$ cat src/rtl/multi_sum_seq.sv
// -----------------------------------------------------------------------------
// multi_sum_seq
//
// Time-multiplexed signed summer for neuron pre-activation. On an accepted
// start the N_INPUTS operands and the bias are snapshotted. One operand per
// clock is then added into a single accumulator, and the width-adjusted result
// is presented with a one-cycle done pulse.
//
// Handshake: start is a request that is sampled only while the block is IDLE.
// A start seen during ACCUM or DONE is dropped, not queued. The rising edge
// that samples start=1 in IDLE is the accepting edge. Inputs that change after
// that edge have no effect on the result. done is a single-cycle pulse that
// marks sum/sat valid. sum/sat then hold until the next result is written.
//
// Optional feature: define MULTI_SUM_SAT_EN so that a result which does not
// fit in OUT_W is clamped to the OUT_W signed range and sat is raised. Without
// the macro the result wraps (two's complement) and sat is tied to 0.
//
// Parameters:
//   N_INPUTS - operands summed per operation (>=1)
//   DATA_W   - width of each signed operand and of bias
//   OUT_W    - width of the signed sum output (>=DATA_W)
//
// Ports:
//   clk         in   clock, rising edge
//   reset       in   synchronous, active-high reset
//   start       in   request, sampled only in IDLE
//   in_flat     in   packed operands, operand k = in_flat[k*DATA_W +: DATA_W]
//   bias        in   signed bias, captured with the operands
//   busy        out  high while in ACCUM or DONE
//   sum         out  signed result, held until the next result
//   done        out  one-cycle pulse, sum/sat valid
//   sat         out  last result was clamped (0 unless MULTI_SUM_SAT_EN)
//   dbg_state_o out  current FSM state encoding, for observation only
// -----------------------------------------------------------------------------
module multi_sum_seq #(
    parameter int N_INPUTS = 8,
    parameter int DATA_W   = 16,
    parameter int OUT_W    = 16
) (
    input  logic                         clk,
    input  logic                         reset,
    input  logic                         start,
    input  logic [N_INPUTS*DATA_W-1:0]   in_flat,
    input  logic [DATA_W-1:0]            bias,
    output logic                         busy,
    output logic [OUT_W-1:0]             sum,
    output logic                         done,
    output logic                         sat,
    output logic [1:0]                   dbg_state_o
);

    // Accumulator width is wide enough for bias plus N_INPUTS operands.
    localparam int ACC_W = DATA_W + $clog2(N_INPUTS + 1);
    localparam int IDX_W = (N_INPUTS > 1) ? $clog2(N_INPUTS) : 1;
    localparam logic [IDX_W-1:0] LAST_IDX = IDX_W'(N_INPUTS - 1);

    typedef enum logic [1:0] {
        S_IDLE  = 2'd0,
        S_ACCUM = 2'd1,
        S_DONE  = 2'd2
    } state_t;

    state_t                       state_q, state_d;
    logic [N_INPUTS*DATA_W-1:0]   ops_q, ops_d;
    logic [ACC_W-1:0]             acc_q, acc_d;
    logic [IDX_W-1:0]             idx_q, idx_d;
    logic [OUT_W-1:0]             sum_q, sum_d;
    logic                         sat_q, sat_d;
    logic                         done_q, done_d;

    logic [DATA_W-1:0]            cur_op;
    logic [OUT_W-1:0]             fit_w;
    logic                         ovf_w;
    logic                         sat_flag_w;

    function automatic logic [ACC_W-1:0] sext(input logic [DATA_W-1:0] v);
        return {{(ACC_W - DATA_W){v[DATA_W-1]}}, v};
    endfunction

    assign cur_op = ops_q[idx_q*DATA_W +: DATA_W];

    // Width adjustment of the accumulator to the output width.
    generate
        if (OUT_W > ACC_W) begin : g_extend
            assign fit_w = {{(OUT_W - ACC_W){acc_q[ACC_W-1]}}, acc_q};
            assign ovf_w = 1'b0;
        end else if (OUT_W == ACC_W) begin : g_same
            assign fit_w = acc_q;
            assign ovf_w = 1'b0;
        end else begin : g_narrow
            // The value fits only when every bit from OUT_W-1 upward is a copy
            // of the sign bit.
            logic [ACC_W-OUT_W:0] top_bits;
            assign top_bits = acc_q[ACC_W-1:OUT_W-1];
            assign ovf_w    = !((&top_bits) || !(|top_bits));
`ifdef MULTI_SUM_SAT_EN
            assign fit_w = !ovf_w       ? acc_q[OUT_W-1:0] :
                           acc_q[ACC_W-1] ? {1'b1, {(OUT_W-1){1'b0}}} :
                                            {1'b0, {(OUT_W-1){1'b1}}};
`else
            assign fit_w = acc_q[OUT_W-1:0];
`endif
        end
    endgenerate

`ifdef MULTI_SUM_SAT_EN
    assign sat_flag_w = ovf_w;
`else
    logic unused_ovf;
    assign unused_ovf = ovf_w;
    assign sat_flag_w = 1'b0;
`endif

    // Next-state and datapath logic
    always_comb begin
        state_d = state_q;
        ops_d   = ops_q;
        acc_d   = acc_q;
        idx_d   = idx_q;
        sum_d   = sum_q;
        sat_d   = sat_q;
        done_d  = 1'b0;
        case (state_q)
            S_IDLE: begin
                if (start) begin
                    ops_d   = in_flat;
                    acc_d   = sext(bias);
                    idx_d   = '0;
                    state_d = S_ACCUM;
                end
            end
            S_ACCUM: begin
                acc_d = acc_q + sext(cur_op);
                idx_d = idx_q + IDX_W'(1);
                if (idx_q == LAST_IDX) begin
                    state_d = S_DONE;
                end
            end
            S_DONE: begin
                sum_d   = fit_w;
                sat_d   = sat_flag_w;
                done_d  = 1'b1;
                state_d = S_IDLE;
            end
            default: begin
                state_d = S_IDLE;
            end
        endcase
    end

    // Control and output registers
    always_ff @(posedge clk) begin
        if (reset) begin
            state_q <= S_IDLE;
            sum_q   <= '0;
            sat_q   <= 1'b0;
            done_q  <= 1'b0;
        end else begin
            state_q <= state_d;
            sum_q   <= sum_d;
            sat_q   <= sat_d;
            done_q  <= done_d;
        end
    end

    // Working registers are don't-care after reset.
    always_ff @(posedge clk) begin
        ops_q <= ops_d;
        acc_q <= acc_d;
        idx_q <= idx_d;
    end

    assign busy        = (state_q == S_ACCUM) || (state_q == S_DONE);
    assign sum         = sum_q;
    assign sat         = sat_q;
    assign done        = done_q;
    assign dbg_state_o = state_q;

endmodule

$ cat config.mk
export PLATFORM = sky130hd
export DESIGN_NAME = multi_sum_seq
export DESIGN_NICKNAME = d
export VERILOG_FILES = /design/src/rtl/multi_sum_seq.sv
export SDC_FILE = /design/constraint.sdc
export NUM_CORES = 1
export LEC_CHECK = 0
export ABC_AREA = 1
export ABC_CLOCK_PERIOD_IN_PS = 3850
export CAP_MARGIN = 20
export CORE_UTILIZATION = 40
export DETAILED_ROUTE_END_ITERATION = 10
export GPL_TIMING_DRIVEN = 0
export PLACE_DENSITY = 0.69
export SYNTH_ARGS = -nofsm -noshare
export SYNTH_HDL_FRONTEND = slang
export SYNTH_SLANG_ARGS = --single-unit
$ cat constraint.sdc
create_clock -name clk -period 3.85 [get_ports clk]
set_input_delay 0.77 -clock clk [delete_from_list [all_inputs] [get_ports clk]]
set_output_delay 0.77 -clock clk [all_outputs]
set_load 0.05 [all_outputs]
== Word-level counts from Yosys, hierarchy flattened ==
Cells that the tools add are included.
Cells by class
  $add $sub $neg: 2
  bitwise operators: 0
  equal/unequal tests: 5
  divide/modulo/power cells: 0
  multiplexer cells: 8
  magnitude comparators: 0
  multipliers: 0
  shifts and indexed selects: 1
  reduce and logical (&&, ||, !) cells: 6
Operators with widths (number)
  128-bit by 8-bit variable part select with 16-bit output: 1
  20-bit one-hot mux with 2 select lines: 1
  20-bit adder: 1
  20-bit two-way mux: 1
  3-bit one-hot mux with 2 select lines: 1
  2-bit AND reduction: 3
  2-bit two-way mux: 2
  2-bit != test, second input constant: 2
  2-bit one-hot mux with 2 select lines: 1
  3-bit by 1-bit adder with 3-bit output, second input constant: 1
  3-bit equality test, second input constant: 1
  3-bit two-way mux: 1
  2-bit by 1-bit equality test with 1-bit output, second input constant: 1
  2-bit equality test, second input constant: 1
  2-bit zero test: 1
  2-bit nonzero test: 1
  1-bit logical OR: 1
  1-bit two-way mux: 1
Word-level totals
  memories kept: 0
  bits in writable memories: 0
  bits in latches: 0
  word-level logic and storage cells: 28
  bits in registers: 170
  input bits: 147
  ROM bits: 0
  output and inout bits: 21

== Longest topological paths before layout ==
  depth after elaboration: 3
  gate-level depth with buffers: 19
  depth with buffers taken out: 18

== Worst setup path after synthesis ==
Ideal clock, no wire load.
  path type: register -> register
  start: register state_q[1] (netlist: dbg_state_o[1])
  end: register state_q[0] (netlist: dbg_state_o[0])
  setup time: 78 ps
  cell stages (with the launch flop): 7
  path buffers: 0
  arrival time: 3924 ps
  required time: 3772 ps
  path slack: -152 ps
  clock period less this slack: 4002 ps
  path through: dfxtp_1 inv_1 ha_1 nand2_1 inv_1 o21ai_0 a21oi_1
On the way
  elaborated cells on any way between the ends: 6
RTL lines
  start, declared: RTL line 64  | state_t state_q, state_d;
  start signal, assigned: RTL line 160  | state_q <= state_d;
  2-bit by 1-bit equality test with 1-bit output / 2-bit zero test (equally long branches): RTL line 124  | case (state_q)
  2-bit one-hot mux with 2 select lines *: RTL line 124
  named net state_d[0]: RTL line 64
Mark *: on every way through the listed nets, which the timed path passes. The rest lies on a longest branch.
A chain may end at the register's enable or synchronous reset.

== Worst setup path in the final report ==
  start: register idx_q[0]
  end: register acc_q[14], data pin
On the way
  word-level cells in the longest chain between the ends: 3
RTL lines
  start, declared: RTL line 67  | logic [IDX_W-1:0] idx_q, idx_d;
  start signal, assigned: RTL line 171  | idx_q <= idx_d;
  128-bit by 8-bit variable part select with 16-bit output: RTL line 81  | assign cur_op = ops_q[idx_q*DATA_W +: DATA_W];
  20-bit adder: RTL line 134  | acc_d = acc_q + sext(cur_op);
  20-bit one-hot mux with 2 select lines: RTL line 124
  named net acc_d[14]: RTL line 66  | logic [ACC_W-1:0] acc_q, acc_d;
  end signal, assigned: RTL line 170  | acc_q <= acc_d;
  end, declared: RTL line 66
The timed path passes the listed nets, and every way through them passes these cells.

==> flow_metrics.py <==
metrics = {
    "setup_path": {
        "crit_top_cell": "nand2_1",
        "r2r-end": "acc_q[14]",
        "reg2reg_depth": 17,
        "slowest_stage": "clkbuf_1",
        "cp_data_required_time_ns": 4.04,
        "slowest_delay_ns": 0.47,
        "arrival_ns": 3.45,
        "crit_cells": 17,
        "crit_end": "acc_q[14]",
        "critical-path-top-delay-family": "buffers and inverters",
        "worstPathCellList": "inv_2 -> clkbuf_1 -> o21ai_0 -> a31oi_1 -> ha_1 -> inv_1 -> fa_1 -> inv_1 -> nand3_1 -> nand2_2 -> nand2_1 -> nand2_2 -> nand3_1 -> nand2_1 -> nand2_1 -> nand3_1 -> nand2_1",
        "reg2reg_from": "idx_q[0]",
        "critPathBufInv": 4,
        "critPathKind": "flip-flop to flip-flop",
        "endpoint_kind": "flip-flop",
        "cp_max_fo": 10,
        "critPathLaunch": "idx_q[0]",
        "start_kind": "flip-flop",
        "reg2reg_setup_slack_ns": 0.59,
    },
    "timing": {
        "slew_violations": 0,
        "clock-skew-final_ns": 0.00738,
        "tns_ns": 0,
        "fmax_mhz": 307,
        "rsz0062_at_grt": "no",
        "fin_crit_ns": 3.26,
        "fin_crit_sh_pct": 84.6,
        "setup_viol": 0,
        "slew_headroom_pct": 40.4,
        "worst_slew_pin_slew_ns": 0.892,
        "holdWs_ns": 0.497,
        "worst_slack_ns": 0.594,
        "hold_viol": 0,
    },
    "clocking": {
        "clkLatencyLatePin_ns": 0.43,
        "root_buffer": "clkbuf_16",
        "numCtsBuffers": 17,
        "htreeDepth": 4,
        "postCtsSetupRepairBufs": 0,
        "cts_resized": 0,
        "cts_tree": "done",
        "clock_path_buffers": 2,
        "ctsHoldBuffers": 0,
        "cts_sinks": 166,
        "cts.reportedPaths.clkPinSlew_ns": 0.07,
    },
    "synthesis": {
        "yosysTopAreaCell": "edfxtp_1",
        "syn_area_um2": 7280,
        "synth_ff_type": "edfxtp_1",
        "synth_edf_count": 147,
        "synth_top_area_share_pct": 60.6,
        "syn_nets": 847,
        "synth_cell_type_count": 30,
        "netlist_instances": 679,
        "synth-seq-cells": 166,
        "synth.area.top_cells": "edfxtp_1, nor2_1, dfxtp_1, o21ai_0, nand2_1",
        "ys_seq_area_share_pct": 65.8,
        "synth-async-reset-ratio_pct": 0,
        "synth_area_per_cell_um2": 10.7,
        "synth_warnings": 0,
    },
    "floorplan": {
        "rows": 48,
        "die_y_um": 137,
        "die_area_um2": 18800,
        "core_um2": 17500,
        "initial_core_util_pct": 41.5,
        "dieWidth_um": 137,
        "num_io_pins": 168,
    },
    "cells_and_area": {
        "final_core_util_pct": 56.3,
        "layout_commonest_cell": "clkdlybuf4s50_1",
        "layout_common_cells": "clkdlybuf4s50_1, edfxtp_1, nor2_1, nand2_1, o21ai_0",
        "syn2layout_area_growth_pct": 35.4,
        "final_nets": 1035,
        "final_area_um2": 9860,
        "antenna_cells": 0,
        "finalNonFillerCells": 1104,
        "post_route_cells_drive_above_1_share_pct": 7.17,
    },
    "global_route": {
        "antenna_found_initial": 0,
        "grt_pass1_wl_um": 28200,
        "track_usage_pct": 20.9,
        "first_global_vias": 5489,
        "overflow": 0,
        "grt_max_degree": 47,
    },
    "drt": {
        "viasPerCell": 4.99,
        "firstDrtPassIters": 5,
        "vias": 5509,
        "wl_per_cell_um": 16.6,
        "routed_wl_um": 18300,
        "drc": 0,
        "drt-initial-drc-count": 393,
        "ant_nets": 0,
    },
    "placed_design": {
        "port_buffers": 166,
        "gp_congestion": 0.822,
        "dp_cells": 1073,
        "hpwlAfterDp_um": 13500,
        "place_area_um2": 9290,
        "dp_slack_ns": 0.608,
    },
    "pwr": {
        "vdd_ir_drop_max_v": 0.000358,
        "p_per_area_nw_per_um2": 563,
        "power_mw": 5.55,
        "leakagePower_nw": 3.80,
    },
    "run_status": {
        "status": "completed",
    },
    "job": {
        "cap_viol_max_count": 0,
    },
    "worst_hold_path": {
        "hold_class": "flip-flop to flip-flop",
        "hold_depth": 2,
    },
}
-- registers in the layout, indices dropped and copies added (netlist names) --
name         flops
acc_q           16
dbg_state_o      2
done             1
idx_q            3
ops_q          128
sum             16
-- cells in the mapped netlist, types with 2 or more instances --
master / count
edfxtp_1: 147
nor2_1: 141
nand2_1: 90
o21ai_0: 74
inv_1: 42
nand3_1: 22
ha_1: 20
dfxtp_1: 19
a21oi_1: 18
o22ai_1: 17
o21ai_1: 16
a31oi_1: 15
buf_2: 11
clkbuf_1: 10
buf_4: 7
xnor2_1: 5
nand2_2: 4
inv_2: 3
nand3b_1: 3
nand4_1: 3
and2_1: 2
buf_6: 2
-- report_power, final --
| group | total (mW) | switching [mW] | leakage (nW) | internal, mW |
|---|---|---|---|---|
| Clock | 1.69 | 0.728 | 0.279 | 0.958 |
| Sequential | 2.30 | 0.0823 | 1.56 | 2.22 |
| Combinational | 1.56 | 0.960 | 1.95 | 0.601 |
-- worst min path at each step --
| stage | endpoint | from |
|---|---|---|
| 6_report | sum[6] | sum[6] |
| 3_3_place_gp | sum[12] | sum[12] |
| 4_1_cts | sum[12] | sum[12] |
| 5_1_grt | dbg_state_o[0] | dbg_state_o[0] |
| 2_1_floorplan | sum[0] | acc_q[0] |
| 3_5_place_dp | sum[6] | sum[6] |
-- layout make-up --
type / instances / area, um^2
fillers: 1556 / 7670
flip-flops and latches: 166 / 4790
multi-input cells: 437 / 2150
repair buffers: 169 / 1710
clock buffers: 17 / 425
well taps: 225 / 282
inverters: 46 / 176
plain buffers: 30 / 168
clock inverters: 14 / 153
-- worst min-delay path, delay by kind of cell (launching register included) --
kind | cells | cell delay (ns)
flops | 1 | 0.32
compound gates | 1 | 0.07
simple gates | 1 | 0.07
-- cell families after synthesis --
logic type	Yosys count	synth area share [%]
simple gates	267	14.7
xor+xnor	5	0.601
fa+ha+maj	21	3.71
other cells	1	0.0515
flops	166	65.8
buf+inv	76	4.67
compound gates	143	10.5
-- per-layer routing --
layer | GRT usage (%) | share of wire (%) | vias up
met5 | 0 | 0 | -
met4 | 8.06 | 1.5 | 0
met3 | 4.15 | 5.7 | 19
met2 | 34.8 | 48 | 191
met1 | 26.6 | 44 | 2567
li1 | - | - | 2732
No activity file was read; power rests on OpenSTA's default activity.
